$ cat src/rtl/data_path.sv
// ---------------------------------------------------------------------------
// data_path
//   Datapath stage that sits directly below the mode/timer control FSM. It
//   holds the step register s and the value register y, and executes the
//   micro-operations the FSM issues each cycle.
//
//   s path: preset to S_INIT, modular add (modulus S_MOD) or saturating
//           subtract by s_step, or hold.
//   y path: load from x, hold, increment, decrement, or clear. y_ovf is a
//           sticky flag that records any wrap.
//
// Ports
//   clk            in   rising-edge clock
//   rst            in   asynchronous, active-high reset
//   x              in   YW   value loaded into y by y_store_x
//   s_en           in   1    enables the s update this cycle
//   s_zero         in   1    s <- S_INIT (highest priority on the s path)
//   s_add          in   1    1 = add s_step modulo S_MOD, 0 = saturating subtract
//   s_step         in   2    step amount 0..3
//   y_en           in   1    enables the y update this cycle
//   y_store_x      in   1    y <- x, clears y_ovf (has priority over select)
//   y_select_next  in   2    0 hold, 1 inc, 2 dec, 3 clear
//   s              out  SW   step register
//   y              out  YW   value register
//   y_inc          out  1    s == S_MOD-1 (wrap-ahead flag for the FSM)
//   s_empty        out  1    s == 0
//   y_ovf          out  1    sticky wrap flag
// ---------------------------------------------------------------------------
module data_path #(
    parameter int SW     = 3,
    parameter int YW     = 8,
    parameter int S_MOD  = 3,
    parameter int S_INIT = 6
) (
    input  logic          clk,
    input  logic          rst,
    input  logic [YW-1:0] x,
    input  logic          s_en,
    input  logic          s_zero,
    input  logic          s_add,
    input  logic [1:0]    s_step,
    input  logic          y_en,
    input  logic          y_store_x,
    input  logic [1:0]    y_select_next,
    output logic [SW-1:0] s,
    output logic [YW-1:0] y,
    output logic          y_inc,
    output logic          s_empty,
    output logic          y_ovf
);

    // Add with a single conditional subtraction of the modulus. The sum is
    // kept one bit wider than s so a carry out of s is still compared.
    function automatic logic [SW-1:0] mod_add(input logic [SW-1:0] cur,
                                              input logic [1:0]    step);
        logic [SW:0] sum;
        sum = (SW+1)'(cur) + (SW+1)'(step);
        if (sum >= (SW+1)'(S_MOD))
            return SW'(sum - (SW+1)'(S_MOD));
        else
            return SW'(sum);
    endfunction

    // Subtract that clamps at zero instead of wrapping. The compare is done
    // two bits wider than s so it also holds when SW is smaller than the step.
    function automatic logic [SW-1:0] sat_sub(input logic [SW-1:0] cur,
                                              input logic [1:0]    step);
        if ((SW+2)'(cur) < (SW+2)'(step))
            return '0;
        else
            return cur - SW'(step);
    endfunction

    logic [SW-1:0] s_q, s_d;
    logic [YW-1:0] y_q, y_d;
    logic          y_ovf_q, y_ovf_d;

    always_comb begin
        s_d = s_q;
        if (s_en) begin
            if (s_zero)
                s_d = SW'(S_INIT);
            else if (s_add)
                s_d = mod_add(s_q, s_step);
            else
                s_d = sat_sub(s_q, s_step);
        end
    end

    always_comb begin
        y_d     = y_q;
        y_ovf_d = y_ovf_q;
        if (y_en) begin
            if (y_store_x) begin
                y_d     = x;
                y_ovf_d = 1'b0;
            end else begin
                case (y_select_next)
                    2'd1: begin
                        y_d = y_q + 1'b1;
                        if (&y_q)
                            y_ovf_d = 1'b1;
                    end
                    2'd2: begin
                        y_d = y_q - 1'b1;
                        if (y_q == '0)
                            y_ovf_d = 1'b1;
                    end
                    2'd3:    y_d = '0;
                    default: y_d = y_q;
                endcase
            end
        end
    end

    always_ff @(posedge clk or posedge rst) begin
        if (rst) begin
            s_q     <= '0;
            y_q     <= '0;
            y_ovf_q <= 1'b0;
        end else begin
            s_q     <= s_d;
            y_q     <= y_d;
            y_ovf_q <= y_ovf_d;
        end
    end

    // Flags look only at the registered s so the FSM sees the pre-edge value.
    assign s       = s_q;
    assign y       = y_q;
    assign y_ovf   = y_ovf_q;
    assign y_inc   = (s_q == SW'(S_MOD - 1));
    assign s_empty = (s_q == '0);

endmodule

$ cat config.mk
export PLATFORM = sky130hd
export DESIGN_NAME = data_path
export DESIGN_NICKNAME = d
export VERILOG_FILES = /design/src/rtl/data_path.sv
export SDC_FILE = /design/constraint.sdc
export NUM_CORES = 1
export LEC_CHECK = 0
export ABC_AREA = 1
export CAP_MARGIN = 20
export CELL_PAD_IN_SITES_DETAIL_PLACEMENT = 0
export CELL_PAD_IN_SITES_GLOBAL_PLACEMENT = 1
export CORE_MARGIN = 2
export CORE_UTILIZATION = 30
export DETAILED_ROUTE_END_ITERATION = 8
export PLACE_DENSITY = 0.72
export SLEW_MARGIN = 20
export SYNTH_ARGS = -nofsm -noshare
export SYNTH_HDL_FRONTEND = slang
export SYNTH_SLANG_ARGS = --single-unit
$ cat constraint.sdc
create_clock -name clk -period 2.15 [get_ports clk]
set_clock_uncertainty 0.15 [all_clocks]
set_input_delay 0.3225 -clock clk [delete_from_list [all_inputs] [get_ports clk]]
set_output_delay 0.3225 -clock clk [all_outputs]
set_load 0.01 [all_outputs]
==> Word level (Yosys, flattened, before mapping) <==
Index checks and enable logic that the tools add are counted.
{ "word_totals": {"regBits": 12, "latch_bits": 0, "mem_bits_rw": 0, "mem_bits_ro": 0, "in_bits": 19, "output_inout_bits": 14, "elab_cells": 33, "memories": 0} }
{ "op_classes": {"n_addsub": 5, "n_mul": 0, "div_mod_pow": 0, "n_lt_le_gt_ge": 2, "eq_ne": 6, "shift": 0, "muxes": 10, "bitwise": 0, "n_reduce_logical": 7} }
{ "ops": {"columns": ["operator", "count"], "rows": [
  ["case mux 8 bit (3 select lines)", 1],
  ["two-way mux 3 bit", 4],
  ["adder 8 x 1 -> 8 bit, second input constant", 1],
  ["logical NOT 8 bit", 1],
  ["two-way mux 8 bit", 1],
  ["AND reduction 8 bit", 1],
  ["subtractor 8 x 1 -> 8 bit, second input constant", 1],
  ["inequality test 3 bit, second input constant", 2],
  ["adder 3 x 2 -> 4 bit", 1],
  ["equality test 2 bit, second input constant", 2],
  ["greater-or-equal comparator 4 x 2 -> 1 bit, second input constant", 1],
  ["AND reduction 4 bit", 1],
  ["nonzero test 4 bit", 1],
  ["equality test 3 x 2 -> 1 bit, second input constant", 1],
  ["logical NOT 3 bit", 1],
  ["< comparator 3 x 2 -> 1 bit", 1],
  ["two-way mux 1 bit", 3],
  ["nonzero test 3 bit", 1],
  ["subtractor 3 x 2 -> 3 bit", 1],
  ["subtractor 3 x 2 -> 3 bit, second input constant", 1],
  ["equality test 2 x 1 -> 1 bit, second input constant", 1],
  ["case mux 1 bit (2 select lines)", 1],
  ["AND reduction 2 bit", 1]
]} }

==> Logic depth before layout (Yosys ltp) <==
Gate-level depths: netlist (run 1).
{ "logic_depth": {"depth_word": 5, "depth_mapped": 13, "ltp_nobuf": 13} }

==> Least setup slack after synthesis (run 1) <==
Ideal clock, no wire load.
{ "synth_path": {"kind": "flip-flop to flip-flop", "startpoint": "reg s_q[0], in the netlist s[0]", "endpoint": "reg s_q[0], in the netlist s[0]", "setup_time_ns": 0.126, "arrival_ns": 1.835, "t_required_ns": 1.874, "slack_ns": 0.039, "stages_incl_launch_ff": 12, "n_path_buf": 0, "period_less_slack_ns": 2.111, "cell_sequence": "dfrtp_1 ha_1 inv_1 fa_1 inv_1 ha_1 nor2_1 and2_1 nor2_1 nand2_1 nand3_1 o21ai_0"} }
{ "synth_via": {"elab_chain_cells": 5, "word_cells_on_any_way": 9, "classes_between": "add/sub: 3; order compare: 2; mux: 4"} }
{ "synth_lines": {"columns": ["item", "line_no", "source"], "rows": [
  ["from (decl)", "74", "logic [SW-1:0] s_q, s_d;"],
  ["from (signal assigned)", "118", "s_q <= '0;"],
  ["from (signal assigned)", "122", "s_q <= s_d;"],
  ["adder 3 x 2 -> 4 bit", "57", "sum = (SW+1)'(cur) + (SW+1)'(step);"],
  ["greater-or-equal comparator 4 x 2 -> 1 bit or subtractor 3 x 2 -> 3 bit (tied branches)", "58, 59", null],
  ["two-way mux 3 bit", "58", "if (sum >= (SW+1)'(S_MOD))"],
  ["two-way mux 3 bit *", "83", "else if (s_add)"],
  ["two-way mux 3 bit *", "81", "if (s_zero)"]
]} }
Mark *: on every way between the ends. The rest lies on a longest branch, timed or not.
A chain may end at the register's enable or synchronous reset.

==> Worst setup path after layout (run 1) <==
Same ends and word-level chain as after synthesis.

==> impl_metrics.py, run 1 <==
metrics = {
    "run_status": {
        "run_status": "finished clean",
    },
    "layout": {
        "layout-area-overhead-vs-synth_pct": 55.7,
        "post_route_cells_drive_above_1_share_pct": 20.8,
        "finish.net_count": 276,
        "design_area_sq_mm": 0.00187,
        "diodes": 0,
    },
    "synth": {
        "yosys.cell_types.count": 30,
        "synth_nets": 214,
        "yosysSeqAreaShare_pct": 25.0,
        "synth_common_cells": "nand2_1, inv_1, nor2_1",
        "syn_inst": 185,
        "synth.top_cell.area_share_pct": 25.0,
        "netlist_area_sq_mm": 0.00120,
        "synth-seq-cells": 12,
        "post_synth.cell_area_avg_sq_um": 6.50,
        "total_of_warnings_raised_by_yosys": 0,
        "synthMostInstantiatedCell": "nand2_1",
        "postSynth.asyncResetShare_pct": 100,
        "post_synth_main_area_contributors": "dfrtp_1, nand2_1, inv_1",
        "synth-main-ff-cell": "dfrtp_1",
        "synth_top_cell_by_area": "dfrtp_1",
        "synth_edf_count": 0,
    },
    "placed_design": {
        "post_dp_cell_area_sq_mm": 0.00176,
        "portBuffers": 32,
        "detailedPlacementHpwl_um": 2880,
        "gp_congestion": 0.842,
        "post-place-ws_ns": -0.426,
    },
    "pwr": {
        "intPower_mw": 0.783,
        "p_sw_mw": 0.501,
        "p_seq_share_pct": 25.7,
        "p_clk_share_pct": 15.5,
        "cellLeakagePower_nw": 0.959,
        "switching_share_pct": 39.0,
        "combPwrFrac_pct": 58.9,
        "ir_drop_mv": 0.377,
        "total_power_mw": 1.28,
        "powerDensity_mw_per_mm2": 686,
    },
    "clocking": {
        "cts_hold_buf": 0,
        "clockRootBuffer": "clkbuf_8",
        "max-clock-path-buffers": 2,
        "numCtsBuffers": 3,
        "tritoncts_clock_tree": "built",
        "clkSinkCount": 12,
        "worst_setup_hold_path_clk_slew_ns": 0.05,
        "cts_max_level": 1,
        "clk_latency_ns": 0.23,
    },
    "detailed_routing": {
        "drt_pre_antenna_iters": 4,
        "routed-via-count": 1357,
        "detail_route.wl_per_cell_um": 12.0,
        "route.antenna.remaining_nets": 0,
        "vias_per_cell": 4.60,
        "drc": 0,
        "drt_wl_total_um": 3550,
        "number_of_violations_reported_at_the_end_of_detailed_routing_iteration_0": 63,
    },
    "global_route": {
        "grt_pass1_wl_um": 5800,
        "grt_usage_pct": 17.0,
        "grt_pass1_vias": 1265,
        "maximum_number_of_pins_on_one_net_before_global_route_repair": 13,
        "grt_antenna_before_repair": 0,
        "overflow": 0,
    },
    "critical_path": {
        "timing.critical_path.fanout_max": 3,
        "rrSetupSlack_ns": 0.07,
        "cp.required_ns": 2.11,
        "critical_path.endpoint_type": "flop",
        "start_kind": "flop",
        "critPathKind": "flop to flop",
        "regToRegEndpoint": "s[0]",
        "worst_r2r_startpoint": "s[0]",
        "worst_r2r_path_depth": 11,
        "timing.critical_path.arrival_ns": 2.04,
    },
    "timing": {
        "period_utilisation_layout_pct": 96.8,
        "timing.final.hold_violations": 0,
        "worst-slew-pin-transition_ns": 0.485,
        "setup_ws_ns": 0.0698,
        "finalWorstPathRequiredPeriod_ns": 2.08,
        "final-max-slew-violation-count": 0,
        "setup-violations-final": 0,
        "maxClockFrequency_ghz": 0.481,
        "timing.max_slew.rel_slack_pct": 67.6,
        "grt_setup_unrepaired": "yes",
    },
    "run": {
        "drv.max_cap_violation_count": 0,
    },
    "die": {
        "fp-row-count": 23,
        "fp.dieW_um": 67.3,
        "fp.coreArea_sq_mm": 0.00391,
        "die_y_um": 67.3,
        "initial_core_util_pct": 30.7,
        "num_io_pins": 33,
        "die-area_sq_mm": 0.00453,
    },
    "worst_hold_path": {
        "holdCritPathClass": "input port to async pin",
    },
}
==> cell type report <==
cell class,instances,area [sq um]
fillers,414,2040
multi-input cells,136,803
repair buffers,60,537
flip-flops and latches,12,300
inverters,34,128
well taps,50,62.6
clock buffers,3,41.3
==> worst max-delay path, cell delays in order, from the launching register on <==
cell	delay (ns)
dfrtp_1	0.40
ha_2	0.18
inv_2	0.06
fa_1	0.43
inv_1	0.08
ha_2	0.20
nor2_4	0.04
and2_4	0.15
nor2_2	0.09
nand2_1	0.06
nand3_1	0.05
o21ai_0	0.07
==> layout by cell type, fill, tap and decap left out, drive strengths merged, types with 3 or more instances in the layout <==
| cell | instances |
|---|---|
| nand2 | 44 |
| inv | 34 |
| clkdlybuf4s50 | 28 |
| buf | 28 |
| nor2 | 21 |
| nand3 | 17 |
| a21oi | 13 |
| dfrtp | 12 |
| o21ai | 10 |
| ha | 8 |
| a22oi | 3 |
| nand3b | 3 |
| clkbuf | 3 |
| dlymetal6s2s | 3 |
==> metrics by stage <==
step           setup TNS [ns]  hold WS [ns]  cells  util (%)
2_1_floorplan               0        0.0372    185         -
3_3_place_gp            -1.67         0.378    289      44.9
3_5_place_dp            -1.82         0.376    289      44.9
4_1_cts                     0         0.271    292      46.3
5_1_grt               -0.0694         0.335    295      47.8
6_report                    0         0.253    295      47.8
==> metal layers <==
layer | global-route usage [%] | vias to the layer above | share of wire (%)
li1 | - | 717 | -
met3 | 1.00 | 4 | 3.0
met5 | 0 | - | 0
met1 | 24.0 | 612 | 49
met2 | 27.7 | 24 | 47
met4 | 5.36 | 0 | 1.1
==> cells by family after synthesis <==
logic type | count (synthesis) | synth area share (%)
AOI/OAI and AO/OA | 32 | 15.4
and+or+nand+nor | 91 | 34.0
adders and majority gates | 10 | 11.7
xor gates and xnor gates | 3 | 2.19
DFF | 12 | 25.0
buffers and inverters | 37 | 11.8
==> power by group through the flow <==
stage / sequential (mW) / combinational [mW] / clock (mW)
floorplan: 0.332 / 0.381 / 0
global placement: 0.331 / 0.708 / 0
detailed placement: 0.330 / 0.709 / 0
CTS: 0.326 / 0.733 / 0.208
global route: 0.336 / 0.853 / 0.222
finish: 0.330 / 0.756 / 0.199
==> registers in the layout, summed over array words and instances (netlist names) <==
register  cells
s             3
y             8
y_ovf         1
==> worst max path at each step <==
| stage | startpoint | slack (ns) | cells past startpoint | end |
|---|---|---|---|---|
| 6_report | s[0] | 0.07 | 11 | s[0] |
| 5_1_grt | s[0] | -0.05 | 10 | s[0] |
| 4_1_cts | s[0] | 0.01 | 10 | s[0] |
| 3_5_place_dp | s_step[0] | -0.43 | 11 | s[0] |
| 3_3_place_gp | s_step[0] | -0.38 | 11 | s[0] |
| 2_1_floorplan | s[0] | 0.04 | 11 | s[0] |
==> timing repair <==
| action | 4_1_cts | 5_1_grt |
|---|---|---|
| pin swaps | 3 | 6 |
| resized for setup | 7 | 8 |
| buffers inserted | 0 | 3 |
| setup endpoints to repair | 3 | 7 |
(Power assumes the default switching activity.)
==> run 2: changes to the inputs <==
--- a/config.mk
+++ b/config.mk
@@ -11,9 +11,9 @@
 export CELL_PAD_IN_SITES_GLOBAL_PLACEMENT = 1
 export CORE_MARGIN = 2
 export CORE_UTILIZATION = 30
+export CTS_CLUSTER_SIZE = 16
 export DETAILED_ROUTE_END_ITERATION = 8
 export PLACE_DENSITY = 0.72
-export SLEW_MARGIN = 20
 export SYNTH_ARGS = -nofsm -noshare
 export SYNTH_HDL_FRONTEND = slang
 export SYNTH_SLANG_ARGS = --single-unit
==> results of run 2 <==
No change in the layout: final DEF, timing and power equal those of run 1.
==> run 3: changes to the inputs <==
--- a/config.mk
+++ b/config.mk
@@ -9,6 +9,7 @@
 export CAP_MARGIN = 20
 export CELL_PAD_IN_SITES_DETAIL_PLACEMENT = 0
 export CELL_PAD_IN_SITES_GLOBAL_PLACEMENT = 1
+export CORE_ASPECT_RATIO = 1.2
 export CORE_MARGIN = 2
 export CORE_UTILIZATION = 30
 export CTS_CLUSTER_SIZE = 16
==> constraint.sdc (replaced) <==
create_clock -name clk -period 2.15 [get_ports clk]
set_clock_uncertainty 0.15 [all_clocks]
set_input_delay 0.3225 -clock clk [delete_from_list [all_inputs] [get_ports clk]]
set_output_delay 0.3225 -clock clk [all_outputs]
set_load 0.02 [all_outputs]
==> impl_metrics.py, run 3 (same netlist as run 1, synthesis figures left out) <==
metrics = {
    "timing": {
        "timing.max_slew.rel_slack_pct": 67.5,
        "fin_hold_ws_ns": 0.260,
        "period_utilisation_layout_pct": 97.2,
        "timing.final.hold_violations": 0,
        "finalSetupTns_ns": 0,
        "finalWorstPathRequiredPeriod_ns": 2.09,
        "final-max-slew-violation-count": 0,
        "setup-violations-final": 0,
        "maxClockFrequency_ghz": 0.478,
        "worst-slew-pin-transition_ns": 0.487,
    },
    "run": {
        "drv.max_cap_violation_count": 0,
    },
    "detailed_routing": {
        "routed-via-count": 1395,
        "number_of_violations_reported_at_the_end_of_detailed_routing_iteration_0": 45,
        "vias_per_cell": 4.70,
        "drc": 0,
        "detail_route.wl_per_cell_um": 12.5,
        "route.antenna.remaining_nets": 0,
        "drt_pre_antenna_iters": 4,
        "drt_wl_total_um": 3710,
    },
    "critical_path": {
        "critical_path.endpoint_type": "flop",
        "critPathKind": "flop to flop",
        "critical_path.top_delay_family": "adder cells",
        "critical-path-max-stage-delay_ns": 0.44,
        "critical_path.n_buffers_inverters": 2,
        "cp.required_ns": 2.11,
        "timing.critical_path.arrival_ns": 2.05,
        "critical-path-slowest-cell": "fa_1",
        "start_kind": "flop",
        "timing.critical_path.fanout_max": 3,
        "crit_chain": "ha_4, inv_2, fa_1, inv_2, ha_4, nor2_4, and2_4, nor2_4, nand2_1, nand3_1, o21ai_1",
    },
    "clocking": {
        "worst_setup_hold_path_clk_slew_ns": 0.05,
        "clkSinkCount": 12,
        "max-clock-path-buffers": 2,
        "tritoncts_clock_tree": "built",
        "clockRootBuffer": "clkbuf_8",
        "cts_max_level": 1,
        "clk_latency_ns": 0.23,
        "numCtsBuffers": 3,
    },
    "layout": {
        "post_route_cells_drive_above_1_share_pct": 20.6,
        "layout-area-overhead-vs-synth_pct": 55.3,
        "diodes": 0,
        "largest_register_ffs": 8,
        "mostFrequentLayoutCell": "nand2_1",
        "layout.core_utilization_pct": 48.1,
        "finish.net_count": 274,
        "most_used_cells_in_the_layout_excluding_fill_and_tap_cells": "nand2_1, inv_1, clkdlybuf4s50_1",
    },
    "global_route": {
        "grt_pass1_vias": 1363,
        "grt_antenna_before_repair": 0,
        "grt_usage_pct": 17.7,
        "grt_pass1_wl_um": 6020,
        "maximum_number_of_pins_on_one_net_before_global_route_repair": 13,
        "overflow": 0,
    },
    "die": {
        "initial_core_util_pct": 31.0,
        "fp.coreArea_sq_mm": 0.00388,
        "num_io_pins": 33,
        "die_y_um": 73.4,
        "fp.dieW_um": 61.8,
        "die-area_sq_mm": 0.00453,
        "fp-row-count": 25,
    },
    "placed_design": {
        "detailedPlacementHpwl_um": 3030,
        "portBuffers": 32,
        "gp_congestion": 0.819,
    },
    "worst_hold_path": {
        "holdCritPathClass": "input port to async pin",
    },
    "pwr": {
        "total_power_mw": 1.36,
        "cellLeakagePower_nw": 0.967,
        "ir_drop_mv": 0.528,
        "powerDensity_mw_per_mm2": 731,
    },
    "run_status": {
        "run_status": "finished clean",
    },
}
==> run 3: cell count changes in the layout (fill, tap and decap cells not counted), moves of 2 or more <==
cell,change
ha_1,+2
ha_2,-2
dfrtp_2,+2
buf_4,-2
dfrtp_1,-2
==> run 3: layout make-up <==
type / instances / area [sq um]
timing repair buffer: 58 / 524
inverter: 34 / 128
clock buffer: 3 / 41.3
tap: 54 / 67.6
fill: 417 / 2010
sequential: 12 / 303
multi-input combinational: 136 / 803
==> run 3: worst register-to-register path, cell delays in order, from the launching register on <==
cell     delay, ns
dfrtp_2       0.43
ha_4          0.16
inv_2         0.06
fa_1          0.44
inv_2         0.09
ha_4          0.15
nor2_4        0.04
and2_4        0.16
nor2_4        0.08
nand2_1       0.06
nand3_1       0.08
o21ai_1       0.07
==> run 3: path summary, 6_finish.rpt <==
check                      start    end  slack (ns)  cells past startpoint
setup / recovery            s[0]   s[0]        0.06                     11
hold / removal               rst   y[6]        0.26                      2
setup reg to reg            s[0]   s[0]        0.06                     11
hold reg to reg            y_ovf  y_ovf        0.38                      2
max in group asynchronous    rst   s[1]        1.23                      2
min in group clk           y_ovf  y_ovf        0.38                      2
==> run 3: stage by stage <==
step,cells,setup WS (ns),area (sq um)
2_1_floorplan,185,0.0142,1200
3_3_place_gp,290,-0.367,1740
3_5_place_dp,290,-0.495,1740
4_1_cts,293,0.00331,1810
5_1_grt,297,-0.0108,1870
6_report,297,0.0601,1870
==> run 3: power by group <==
group | internal [mW] | switching [mW]
Clock | 0.123 | 0.0771
Combinational | 0.410 | 0.431
Sequential | 0.269 | 0.0547
==> run 3: what timing repair did <==
item	CTS	global route
gates resized for setup	9	9
setup buffers	0	4
setup endpoints to repair	3	6
pin swaps	2	3
cloned	0	0
hold buffers	0	0
==> run 3: per-layer routing <==
metal	wire [um]	GRT usage, %	vias to the layer above
li1	-	-	714
met1	1530	20.0	639
met2	1980	32.5	36
met3	108	0.880	6
met4	93	8.51	0
met5	0	0	-
==> edit (flow settings as in run 1) <==
Take the reset off `y_q` and load it in a clocked block of its own.
--- a/src/rtl/data_path.sv
+++ b/src/rtl/data_path.sv
@@ -117,11 +117,13 @@
         if (rst) begin
             s_q     <= '0;
-            y_q     <= '0;
             y_ovf_q <= 1'b0;
         end else begin
             s_q     <= s_d;
-            y_q     <= y_d;
             y_ovf_q <= y_ovf_d;
         end
+    end
+
+    always_ff @(posedge clk) begin
+        y_q <= y_d;
     end
 
Behaviour: not the same (a bounded check fails within 4 cycles, from zero or initial values and one cycle with rst high).
==> edit against run 1 <==
Fmax fell by 0.36%; design area fell by 2.9%; first-iteration DRC count rose by 17%; power fell by 11%; synthesized cell count fell by 7.0%; final cell count fell by 7.1%; area after synthesis fell by 0.10%; setup slack got worse by 7.5 ps; sequential cell count did not move; wire length fell by 5.6%.
==> edit: results (changes against run 1) <==
The via count of the first global-routing pass is 1243 (-1.7%). The post-placement setup slack is -394 ps (+32.0 ps). The deepest level of the CTS H-tree is 1 (unchanged). The peak ir drop on the vdd network came out at 0.314 mV (-17%). The number of synthesized flops with an enable pin came out at 8 (+8).

The number of buffers on the longest clock path came to 2 (unchanged). The part of the Yosys area used for sequential elements was 0.283 (+0.0336). The slowest stage of the critical path is the sky130_fd_sc_hd__fa_1 cell. The distinct cell type count of the synthesized netlist is 29 (-3.3%). The antenna diode count came out at 0 (unchanged).

The largest fanout of any net on the critical path came out at 3 (unchanged). The residual antenna-violating net count after detailed routing came to 0 (unchanged). The routed wire length is 3350 um (-5.6%).

The setup slack of the most critical reg-to-reg path is 60 ps. The total CTS buffers is 3 (unchanged). The weighted congestion at the end of routability-driven global placement came out at 0.855 (+1.6%).

The largest net degree at the start of global routing is 10 (-3). After synthesis, the most frequently instantiated cells are 38 x sky130_fd_sc_hd__nand2_1, 33 x sky130_fd_sc_hd__inv_1, 17 x sky130_fd_sc_hd__nand3_1. The number of warnings printed during yosys synthesis was 0 (unchanged). The overflow left after global routing is 0 (unchanged). The run finished with clean final reports. The post-CTS clock slew at the launch and capture registers of the worst setup and hold paths is 60 ps. In this run the worst setup path begins at s[0]$_DFFE_PP0P_. In this run the clock root is driven by a sky130_fd_sc_hd__clkbuf_8. The flip-flop count of the largest register after layout is 8 (unchanged).

The signal arrival time at the worst endpoint was 2100 ps (+60 ps). The global-route usage over all layers was 0.160 (-0.00957). The number of vias per cell after detailed routing is 4.63 (+0.60%). The total power divided by cell area came to 630 nW/um2 (-8.2%). The path class of the tightest hold or removal check is in -> async. The static leakage is 0.900 nW (-6.1%). By area the synthesized netlist is led by sky130_fd_sc_hd__edfxtp_1 20%, sky130_fd_sc_hd__nand2_1 12%, sky130_fd_sc_hd__inv_1 10%. The number of DRC markers after the initial detailed-route iteration is 74 (+17%). The transition time at the pin with the least slew margin came to 303 ps (-182 ps). The family with the most delay on the worst path is adder cells. The number of search-and-repair iterations in the first detailed-routing pass is 4 (unchanged). The share of layout cells above drive strength 1 came out at 0.217 (+0.00865). The wire length of the first global-routing pass came out at 5580 um (-3.9%). By startpoint and endpoint, the worst setup path is classified as reg -> reg.

The clock insertion delay at the later pin of the skew report came out at 240 ps. The number of cell instances on the worst register-to-register path is 10 (-1). The predominant post-synthesis flop cell is sky130_fd_sc_hd__edfxtp_1. The final HPWL from detailed placement is 2700 um (-6.3%). The net total in the final layout is 256 (-7.2%). The capturing point of the worst reg2reg path is s[1]$_DFFE_PP0P_.

The largest stage delay on the critical path is 500 ps (+70 ps). The net count after synthesis is 201 (-6.1%). The initial antenna violation count came out at 0 (unchanged). The async set or reset register ratio after synthesis is 0.333 (-0.667). The fraction of the cycle the final worst path needs is 0.971 (+0.00350). The number of port buffers came out at 32 (unchanged).
-- edit: cell types whose count changed after synthesis, moves of 2 or more --
cell / change
sky130_fd_sc_hd__a21oi_1: -8
sky130_fd_sc_hd__dfrtp_1: -8
sky130_fd_sc_hd__edfxtp_1: +8
sky130_fd_sc_hd__nor2_1: -7
sky130_fd_sc_hd__nand3b_1: -3
sky130_fd_sc_hd__o21ai_1: +3
sky130_fd_sc_hd__a22oi_1: -2
sky130_fd_sc_hd__nand2_4: +2
sky130_fd_sc_hd__o21bai_1: +2
-- edit: layout make-up --
type                            instances  area, um2
Fill cell                             378       1930
Clock buffer                            3       41.3
Sequential cell                        12        340
Multi-Input combinational cell        123        764
Clock inverter                          1       3.75
Inverter                               35        131
Tap cell                               48       60.1
Timing Repair Buffer                   52        477
-- edit: worst min path at each step --
stage	to	slack (ps)	cells past startpoint
6_report	s[0]$_DFFE_PP0P_	120	2
5_1_grt	s[2]$_DFFE_PP0P_	140	2
4_1_cts	s[0]$_DFFE_PP0P_	120	2
3_5_place_dp	y_ovf$_DFFE_PP0P_	380	2
3_3_place_gp	y_ovf$_DFFE_PP0P_	370	2
2_1_floorplan	s[0]$_DFFE_PP0P_	-60	1
-- edit: per-layer routing --
layer	GRT usage	wire length, um
met3	0.0133	134
met1	0.206	1490
met5	0	0
met2	0.282	1680
met4	0.0536	46
-- edit: logic make-up (layout without fill, tap and decap cells) --
kind of cell    count (synthesis)  after routing  share of synthesized area
fa+ha+maj                      10             10                      0.117
flops                          12             12                      0.283
buf+inv                        37             91                      0.117
xor+xnor                        4              4                     0.0292
compound gates                 26             26                      0.126
simple gates                   83             83                      0.328
-- edit: where the power goes --
| group | internal, mW | switching [mW] | leakage (nW) | total, mW |
|---|---|---|---|---|
| combinational | 0.307 | 0.299 | 0.752 | 0.605 |
| clock | 0.126 | 0.0839 | 0.0231 | 0.210 |
| sequential | 0.285 | 0.0447 | 0.125 | 0.330 |
-- edit: through the flow --
stage,std cells,setup TNS [ps],area [um2]
4_1_cts,273,0,1760
3_5_place_dp,269,-1660,1720
5_1_grt,274,-101,1820
3_3_place_gp,269,-1510,1720
6_report,274,0,1820
2_1_floorplan,172,0,1200
-- edit: timing repair --
item | 4_1_cts | 5_1_grt
resized for setup | 2 | 15
buffers inserted | 0 | 1
endpoints found under the setup margin | 3 | 6
pin swaps | 2 | 4
